--- src/rtl/freq_calc_if.sv ---
// freq_calc_if: bundles the measurement-in, result-out and status signals of freq_calc.
//   meas_wr_en_i    measurement-done pulse (one cycle)
//   meas_wr_data_i  [31:0] sig_cnt, [63:32] clk_cnt, [95:64] ignored
//   freq_valid_o    result valid, held until accepted
//   freq_ready_i    consumer accepts when high together with valid
//   freq_data_o     frequency in Hz (truncated, saturated on ovf/div0)
//   freq_ovf_o      quotient did not fit in 32 bits
//   freq_div0_o     clk_cnt was zero
//   busy_o          block is not idle
//   drop_cnt_o      saturating count of discarded measurement pulses
// Modport master is the producer/consumer side, slave is the calculator.
interface freq_calc_if;
    logic        meas_wr_en_i;
    logic [95:0] meas_wr_data_i;
    logic        freq_valid_o;
    logic        freq_ready_i;
    logic [31:0] freq_data_o;
    logic        freq_ovf_o;
    logic        freq_div0_o;
    logic        busy_o;
    logic [15:0] drop_cnt_o;

    modport master (
        output meas_wr_en_i,
        output meas_wr_data_i,
        output freq_ready_i,
        input  freq_valid_o,
        input  freq_data_o,
        input  freq_ovf_o,
        input  freq_div0_o,
        input  busy_o,
        input  drop_cnt_o
    );

    modport slave (
        input  meas_wr_en_i,
        input  meas_wr_data_i,
        input  freq_ready_i,
        output freq_valid_o,
        output freq_data_o,
        output freq_ovf_o,
        output freq_div0_o,
        output busy_o,
        output drop_cnt_o
    );
endinterface

--- src/rtl/freq_calc.sv ---
// freq_calc: computes f_sig = sig_cnt * CLK_FREQ / clk_cnt in integer Hz from each measurement
// pulse, using one multiply cycle and a 64-iteration restoring divider.
//   clk_i    reference clock, rising edge
//   rst_n_i  synchronous active-low reset
//   bus      freq_calc_if.slave (measurement input, valid/ready result, status)
module freq_calc #(
    parameter int unsigned CLK_FREQ = 100_000_000
) (
    input logic        clk_i,
    input logic        rst_n_i,
    freq_calc_if.slave bus
);

    typedef enum logic [1:0] {StIdle, StMul, StDiv, StOut} state_e;

    state_e      state_q;
    logic [31:0] sig_cnt_q;
    logic [31:0] clk_cnt_q;
    logic [63:0] num_q;
    logic [31:0] rem_q;
    logic [63:0] quo_q;
    logic [6:0]  iter_q;
    logic        valid_q;
    logic [31:0] data_q;
    logic        ovf_q;
    logic        div0_q;
    logic        busy_q;
    logic [15:0] drop_cnt_q;

    // One restoring-division step. The remainder stays below clk_cnt, so it fits in 32 bits.
    logic [32:0] trial;
    logic [32:0] diff;
    logic        take;
    logic [31:0] rem_nxt;
    logic [63:0] quo_nxt;

    always_comb begin
        trial   = {rem_q, num_q[63]};
        diff    = trial - {1'b0, clk_cnt_q};
        take    = trial >= {1'b0, clk_cnt_q};
        rem_nxt = take ? diff[31:0] : trial[31:0];
        quo_nxt = {quo_q[62:0], take};
    end

    logic unused_meas_hi;
    assign unused_meas_hi = ^bus.meas_wr_data_i[95:64];

    always_ff @(posedge clk_i) begin
        if (!rst_n_i) begin
            state_q    <= StIdle;
            sig_cnt_q  <= '0;
            clk_cnt_q  <= '0;
            num_q      <= '0;
            rem_q      <= '0;
            quo_q      <= '0;
            iter_q     <= '0;
            valid_q    <= 1'b0;
            data_q     <= '0;
            ovf_q      <= 1'b0;
            div0_q     <= 1'b0;
            busy_q     <= 1'b0;
            drop_cnt_q <= '0;
        end else begin
            // Any pulse outside idle is discarded, including one coincident with the handshake.
            if (state_q != StIdle && bus.meas_wr_en_i && drop_cnt_q != 16'hFFFF) begin
                drop_cnt_q <= drop_cnt_q + 16'd1;
            end

            unique case (state_q)
                StIdle: begin
                    if (bus.meas_wr_en_i) begin
                        sig_cnt_q <= bus.meas_wr_data_i[31:0];
                        clk_cnt_q <= bus.meas_wr_data_i[63:32];
                        busy_q    <= 1'b1;
                        if (bus.meas_wr_data_i[63:32] == 32'd0) begin
                            data_q  <= '1;
                            ovf_q   <= 1'b0;
                            div0_q  <= 1'b1;
                            valid_q <= 1'b1;
                            state_q <= StOut;
                        end else begin
                            state_q <= StMul;
                        end
                    end
                end
                StMul: begin
                    num_q   <= 64'(sig_cnt_q) * 64'(CLK_FREQ);
                    rem_q   <= '0;
                    quo_q   <= '0;
                    iter_q  <= '0;
                    state_q <= StDiv;
                end
                StDiv: begin
                    rem_q  <= rem_nxt;
                    quo_q  <= quo_nxt;
                    num_q  <= num_q << 1;
                    iter_q <= iter_q + 7'd1;
                    if (iter_q == 7'd63) begin
                        valid_q <= 1'b1;
                        div0_q  <= 1'b0;
                        state_q <= StOut;
                        if (quo_nxt[63:32] != 32'd0) begin
                            data_q <= '1;
                            ovf_q  <= 1'b1;
                        end else begin
                            data_q <= quo_nxt[31:0];
                            ovf_q  <= 1'b0;
                        end
                    end
                end
                StOut: begin
                    if (bus.freq_ready_i) begin
                        valid_q <= 1'b0;
                        busy_q  <= 1'b0;
                        state_q <= StIdle;
                    end
                end
                default: state_q <= StIdle;
            endcase
        end
    end

    assign bus.freq_valid_o = valid_q;
    assign bus.freq_data_o  = data_q;
    assign bus.freq_ovf_o   = ovf_q;
    assign bus.freq_div0_o  = div0_q;
    assign bus.busy_o       = busy_q;
    assign bus.drop_cnt_o   = drop_cnt_q;

endmodule

--- src/flat_wrapper.sv ---
// flat-port wrapper written by rule: the top's interface ports become plain ports
module freq_calc_flat 
#(
    parameter int unsigned CLK_FREQ = 100_000_000
)
  (clk_i, rst_n_i, bus_meas_wr_en_i, bus_meas_wr_data_i, bus_freq_ready_i, bus_freq_valid_o, bus_freq_data_o, bus_freq_ovf_o, bus_freq_div0_o, bus_busy_o, bus_drop_cnt_o);
  freq_calc_if bus_i ();
  input logic clk_i;
  input logic rst_n_i;
  input wire logic [$bits(bus_i.meas_wr_en_i)-1:0] bus_meas_wr_en_i;
  input wire logic [$bits(bus_i.meas_wr_data_i)-1:0] bus_meas_wr_data_i;
  input wire logic [$bits(bus_i.freq_ready_i)-1:0] bus_freq_ready_i;
  output wire logic [$bits(bus_i.freq_valid_o)-1:0] bus_freq_valid_o;
  output wire logic [$bits(bus_i.freq_data_o)-1:0] bus_freq_data_o;
  output wire logic [$bits(bus_i.freq_ovf_o)-1:0] bus_freq_ovf_o;
  output wire logic [$bits(bus_i.freq_div0_o)-1:0] bus_freq_div0_o;
  output wire logic [$bits(bus_i.busy_o)-1:0] bus_busy_o;
  output wire logic [$bits(bus_i.drop_cnt_o)-1:0] bus_drop_cnt_o;
  assign bus_i.meas_wr_en_i = bus_meas_wr_en_i;
  assign bus_i.meas_wr_data_i = bus_meas_wr_data_i;
  assign bus_i.freq_ready_i = bus_freq_ready_i;
  assign bus_freq_valid_o = bus_i.freq_valid_o;
  assign bus_freq_data_o = bus_i.freq_data_o;
  assign bus_freq_ovf_o = bus_i.freq_ovf_o;
  assign bus_freq_div0_o = bus_i.freq_div0_o;
  assign bus_busy_o = bus_i.busy_o;
  assign bus_drop_cnt_o = bus_i.drop_cnt_o;
  freq_calc #(.CLK_FREQ(CLK_FREQ)) u_core (.clk_i(clk_i), .rst_n_i(rst_n_i), .bus(bus_i));
endmodule
--- config.mk ---
export PLATFORM = sky130hd
export DESIGN_NAME = freq_calc_flat
export DESIGN_NICKNAME = d
export VERILOG_FILES = /design/src/rtl/freq_calc_if.sv /design/src/rtl/freq_calc.sv /design/src/flat_wrapper.sv
export SDC_FILE = /design/constraint.sdc
export NUM_CORES = 1
export LEC_CHECK = 0
export ABC_CLOCK_PERIOD_IN_PS = 12160
export BUFFER_PORTS_ARGS = -buffer_cell sky130_fd_sc_hd__buf_2
export CORE_AREA = 3 3 244 306
export CTS_CLUSTER_DIAMETER = 30
export CTS_CLUSTER_SIZE = 10
export DETAILED_ROUTE_END_ITERATION = 10
export DIE_AREA = 0 0 247 309
export GPL_ROUTABILITY_DRIVEN = 0
export SETUP_SLACK_MARGIN = 0.02
export SYNTH_ARGS = -nofsm -noshare
export SYNTH_HDL_FRONTEND = slang
export SYNTH_SLANG_ARGS = --single-unit
--- constraint.sdc ---
create_clock -name clk_i -period 12.16 [get_ports clk_i]
set_input_delay 1.824 -clock clk_i [delete_from_list [all_inputs] [get_ports clk_i]]
set_output_delay 1.824 -clock clk_i [all_outputs]
set_load 0.005 [all_outputs]
==> results_dict.tcl, run 1 <==
set metrics [dict create \
    status "complete, no violations" \
    period_minus_slack_ps 6665 \
    ys.flop_type "dfxtp_1" \
    die_area_um2 76320 \
    viasPerCell 4.895 \
    drive_gt1_frac 0.1043 \
    die_x_um 247 \
    yosys.area_share.xor_xnor 0.03569 \
    dp_slack_ps 5563 \
    fin_crit_sh 0.5481 \
    synth-async-reset-ratio 0 \
    nets 3504 \
    drt_first_pass_iters 5 \
    relSlewSlack 0.3149 \
    cp_max_fo 9 \
    setup_viol_count_final 0 \
    critPathCaptureType "register" \
    row_count 110 \
    cts.sinks 276 \
    numPortBuffers 119 \
    fillers 7177 \
    clockBufferDepth 3 \
    synthMuxAreaShare 0.01175 \
    synthesis.nets 3431 \
    h-tree-depth 3 \
    r2r-start "u_core.sig_cnt_q[6]" \
    grt_pass1_vias 20050 \
    clock_latency_ps 610 \
    worst_pin_slew_ps 1028 \
    clk_pin_slew_ps 40 \
    utilization 0.4008 \
    synth_cells 2799 \
    hold_class "reg2reg" \
    crit_arrival_ps 7130 \
    postSynthAreaPerCell_um2 8.943 \
    core_area_um2 71980 \
    hp-start "u_core.clk_cnt_q[27]" \
    grt_use_total 0.1654 \
    synthSimpleGateAreaFrac 0.1294 \
    synth_cell_type_count 70 \
    hold_buffers 0 \
    rrSetupSlack_ps 5500 \
    synth_adder_area_share 0.3460 \
    synth-compound-area-share 0.1672 \
    hold_ws_ps 461.7 \
    antenna_found_initial 5 \
    die_h_um 309 \
    ys_ff_latch 276 \
    cts_buffers 68 \
    grt_max_degree 104 \
    drv_slew 0 \
    critPathRequiredTime_ps 12630 \
    fin_ws_ps 5495 \
    routed_wl_um 61160 \
    cts_setup_buffers 0 \
    synth_top_family_by_area "adder cells" \
    finalHoldViolations 0 \
    syn_area_um2 25030 \
    yosys_warnings 0 \
    fmax_mhz 150.0 \
    root_buffer "clkbuf_16" \
    drtAntennaViolNets 0 \
    ios 152 \
    via_count 19000 \
    dp_hpwl_um 46970 \
    crit_path_start_kind "register" \
    clock_skew_ps 37.66 \
    yosysSeqAreaShare 0.2207 \
    seqCellArea_um2 5525 \
    drc 0 \
    area_delta_synth_final_pct 15.25 \
    multi_input_area_um2 17300 \
    routedWlPerCell_um 15.76 \
    critPathLaunch "u_core.sig_cnt_q[6]" \
    synth_edf_count 0 \
    gr-total-overflow 0 \
    cts_tree "yes" \
    crit_type "reg2reg" \
    cts_resized 0 \
    grt_pass1_wl_um 101500 \
    drt-initial-drc-count 787 \
    drv_cap 0 \
    rsz0062_at_grt "false" \
    final.setup.tns_ps 0 \
    initial_utilization 0.3478 \
]
==> logic make-up (layout without fill, tap and decap cells) <==
| family | count (synthesis) | after routing |
|---|---|---|
| xor gates and xnor gates | 102 | 102 |
| other | 0 | 5 |
| adders and majority gates | 532 | 532 |
| buffers and inverters | 583 | 708 |
| muxes | 29 | 29 |
| DFF | 276 | 276 |
| and+or+nand+nor | 665 | 665 |
| AOI/OAI and AO/OA | 612 | 612 |
==> sequential cells by signal, summed over array words and instances (netlist names), 2 cells and up <==
name / flops
u_core.bus.drop_cnt_o: 16
u_core.clk_cnt_q: 32
u_core.num_q: 56
u_core.rem_q: 32
u_core.state_q: 2
u_core.iter_q: 7
u_core.bus.freq_data_o: 32
u_core.sig_cnt_q: 32
u_core.quo_q: 63
==> metrics by stage <==
step / instance area [um2] / instances
global placement: 26430 / 3754
global route: 28850 / 3881
floorplan: 25030 / 2799
detailed placement: 26430 / 3754
finish: 28850 / 3881
CTS: 28840 / 3876
==> per-layer routing <==
metal / routed length (um) / track usage / vias up
met5: 0 / 0 / -
met4: 1786 / 0.06474 / 0
met3: 2125 / 0.02575 / 118
met2: 31440 / 0.2990 / 294
met1: 25800 / 0.1957 / 9146
li1: - / - / 9438
==> critical path, cell delays in order (launching register included) <==
cell and delay, ps:
dfxtp_1 640, inv_1 230, fa_1 510, fa_1 490, inv_1 60, fa_1 500
fa_1 540, fa_1 560, inv_1 60, fa_1 540, inv_1 40, ha_1 380
a21oi_1 230, o21ai_0 110, a21oi_1 300, nand2_1 170, o21ai_1 430, o21ai_1 220
a21oi_1 240, mux2i_1 210, nand2_1 70
==> worst paths after layout <==
| check | end | cells past startpoint |
|---|---|---|
| setup / recovery | u_core.num_q[57] | 20 |
| hold / removal | u_core.clk_cnt_q[27] | 2 |
| setup reg to reg | u_core.num_q[57] | 20 |
| hold reg to reg | u_core.clk_cnt_q[27] | 2 |
==> layout by cell type (no fill, tap or decap), drive strengths merged, types with 26 or more instances in the layout <==
cell,instances
nand3,106
dfxtp,276
a21boi,146
o221a,30
clkbuf,82
xnor2,39
nand2b,84
a21oi,133
o21ai,124
fa,267
inv,454
a21o,52
buf,134
xor2,63
nand2,258
nor2,72
mux2i,26
ha,265
==> layout make-up <==
cell class              instances  share of cell area
well taps                     952             0.04129
inverters                     452             0.05881
repair buffers                134             0.02476
multi-input cells            1940              0.5998
clock buffers                  82             0.06466
flip-flops and latches        276              0.1915
clock inverters                40             0.01878
diodes                          5           0.0004337
==> cell usage after synthesis, types with 23 or more instances <==
library cell | number | share of area
inv_1 | 452 | 0.068
nor2_1 | 72 | 0.011
a21boi_0 | 144 | 0.043
xor2_1 | 63 | 0.022
xnor2_1 | 39 | 0.014
o221a_2 | 30 | 0.013
nand2b_1 | 83 | 0.021
ha_1 | 265 | 0.13
clkbuf_1 | 101 | 0.015
nand3_1 | 105 | 0.021
dfxtp_1 | 276 | 0.22
mux2i_1 | 26 | 0.010
a21oi_1 | 132 | 0.026
fa_1 | 267 | 0.21
o211ai_1 | 23 | 0.0069
o21ai_0 | 114 | 0.023
a21o_1 | 52 | 0.016
nand2_1 | 258 | 0.039
Power of run 1 is left out: the tool's default activity adds up to more than one toggle a clock period on the data nets, which glitch-free logic cannot reach.
==> inputs of run 2 (changes only) <==
--- a/config.mk
+++ b/config.mk
@@ -5,7 +5,7 @@
 export SDC_FILE = /design/constraint.sdc
 export NUM_CORES = 1
 export LEC_CHECK = 0
-export ABC_CLOCK_PERIOD_IN_PS = 12160
+export ABC_CLOCK_PERIOD_IN_PS = 5900
 export BUFFER_PORTS_ARGS = -buffer_cell sky130_fd_sc_hd__buf_2
 export CORE_AREA = 3 3 244 306
 export CTS_CLUSTER_DIAMETER = 30
==> constraint.sdc (replaced) <==
create_clock -name clk_i -period 5.9 [get_ports clk_i]
set_input_delay 0.885 -clock clk_i [delete_from_list [all_inputs] [get_ports clk_i]]
set_output_delay 0.885 -clock clk_i [all_outputs]
set_load 0.005 [all_outputs]
==> results_dict.tcl, run 2 (same netlist as run 1, synthesis figures left out) <==
set metrics [dict create \
    hold_buffers 0 \
    drv_cap 0 \
    grt_pass1_wl_um 102500 \
    drtAntennaViolNets 0 \
    clk_pin_slew_ps 50 \
    dp_hpwl_um 48070 \
    grt_max_degree 112 \
    cp_max_fo 9 \
    routedWlPerCell_um 15.58 \
    hold_ws_ps 454.5 \
    die_x_um 247 \
    viasPerCell 4.866 \
    relSlewSlack 0.3367 \
    fin_crit_sh 0.9657 \
    drt_first_pass_iters 6 \
    grt_pass1_vias 20050 \
    drc 0 \
    critPathRequiredTime_ps 6460 \
    core_area_um2 71980 \
    finalHoldViolations 0 \
    critPathCaptureType "register" \
    hold_class "reg2reg" \
    initial_utilization 0.3478 \
    drt-initial-drc-count 878 \
    row_count 110 \
    gr-total-overflow 0 \
    cpMostUsedCell "fa_1" \
    via_count 19270 \
    regMostFlops "u_core.quo_q" \
    slowest_stage "fa_1" \
    drv_slew 0 \
    ios 152 \
    clock_latency_ps 640 \
    crit_path_start_kind "register" \
    crit_arrival_ps 6260 \
    status "complete, no violations" \
    reg.largest.list "u_core.quo_q x63, u_core.num_q x56" \
    clock_skew_ps 38.00 \
    root_buffer "clkbuf_16" \
    cts_tree "yes" \
    nets 3581 \
    cp_cell_sequence "buf_6 -> ha_2 -> fa_1 -> inv_1 -> fa_1 -> fa_1 -> inv_1 -> fa_1 -> inv_1 -> fa_1 -> inv_1 -> ha_1 -> nand3_1 -> or3_4 -> a31oi_4 -> o21ai_4 -> a211oi_2 -> nor3_2 -> mux2_2 -> nor2_1" \
    rsz0062_at_grt "true" \
    area_delta_synth_final_pct 18.58 \
    drive_gt1_frac 0.1506 \
    final_common_cell "inv_1" \
    largest_register_ffs 63 \
    period_minus_slack_ps 5698 \
    cts_buffers 61 \
    h-tree-depth 2 \
    die_h_um 309 \
    die_area_um2 76320 \
    final_cell_mix "445 x inv_1, 270 x dfxtp_1, 264 x fa_1" \
    fmax_mhz 175.5 \
    antenna_found_initial 3 \
    numPortBuffers 119 \
    worst_pin_slew_ps 995.0 \
    utilization 0.4124 \
    clockBufferDepth 3 \
    grt_use_total 0.1655 \
    crit_type "reg2reg" \
    setup_viol_count_final 0 \
    routed_wl_um 61710 \
    cts.sinks 276 \
    slowest_delay_ps 540 \
]
## run 2: changes by cell type in the layout (fill, tap and decap cells not counted), moves of 7 or more
| cell | previous run | this run |
|---|---|---|
| buf_4 | 15 | 91 |
| o21ai_0 | 114 | 100 |
| a21oi_1 | 132 | 121 |
| a21oi_2 | 1 | 12 |
| ha_1 | 263 | 253 |
| clkbuf_16 | 69 | 61 |
| o21ai_2 | 2 | 10 |
| inv_1 | 452 | 445 |
| inv_2 | 0 | 7 |
## run 2: cell type report
class | instances | area [um2]
Inverter | 452 | 1697
Sequential cell | 276 | 5533
Tap cell | 952 | 1191
Clock inverter | 44 | 614.3
Multi-Input combinational cell | 1940 | 17600
Clock buffer | 72 | 1638
Fill cell | 7139 | 42300
Antenna cell | 6 | 15.01
Timing Repair Buffer | 218 | 1401
## run 2: worst paths after layout
check | from | to | slack [ps] | cells after the start
max | u_core.sig_cnt_q[7] | u_core.num_q[52] | 200 | 20
min | u_core.quo_q[0] | u_core.bus.freq_data_o[1] | 450 | 2
max reg2reg | u_core.sig_cnt_q[7] | u_core.num_q[52] | 200 | 20
min reg2reg | u_core.quo_q[0] | u_core.bus.freq_data_o[1] | 450 | 2
## run 2: metrics by stage
stage,area (um2),TNS [ps],setup slack [ps],cells
after global placement,27090,-14.68,-14.68,3837
after global routing,29670,-127.6,-35.43,3956
final,29680,0,202.2,3960
after CTS,29350,0,15.37,3953
after floorplan,25030,0,277.3,2799
after detailed placement,27090,-10.41,-8.823,3837
## run 2: critical path, delay by kind of cell (launching register included)
kind | cells | cell delay (ps)
AO/OA/AOI/OAI | 3 | 610
adder cells (fa/ha/maj) | 7 | 3230
buffers and inverters | 5 | 370
flip-flops | 1 | 350
multiplexers | 1 | 280
AND/OR/NAND/NOR | 4 | 780
## run 2: repair_timing
action,4_1_cts,5_1_grt
endpoints found under the setup margin,8,24
setup buffers,0,1
resized for setup,5,92
pin swaps,1,26
## run 2: layer usage
metal,vias up,part of all wire,GRT usage
met5,-,0,0
met4,0,0.028,0.05545
met3,86,0.031,0.02272
met2,202,0.52,0.2999
met1,9351,0.43,0.2008
li1,9629,-,-
Power of run 2 is left out for the same reason.
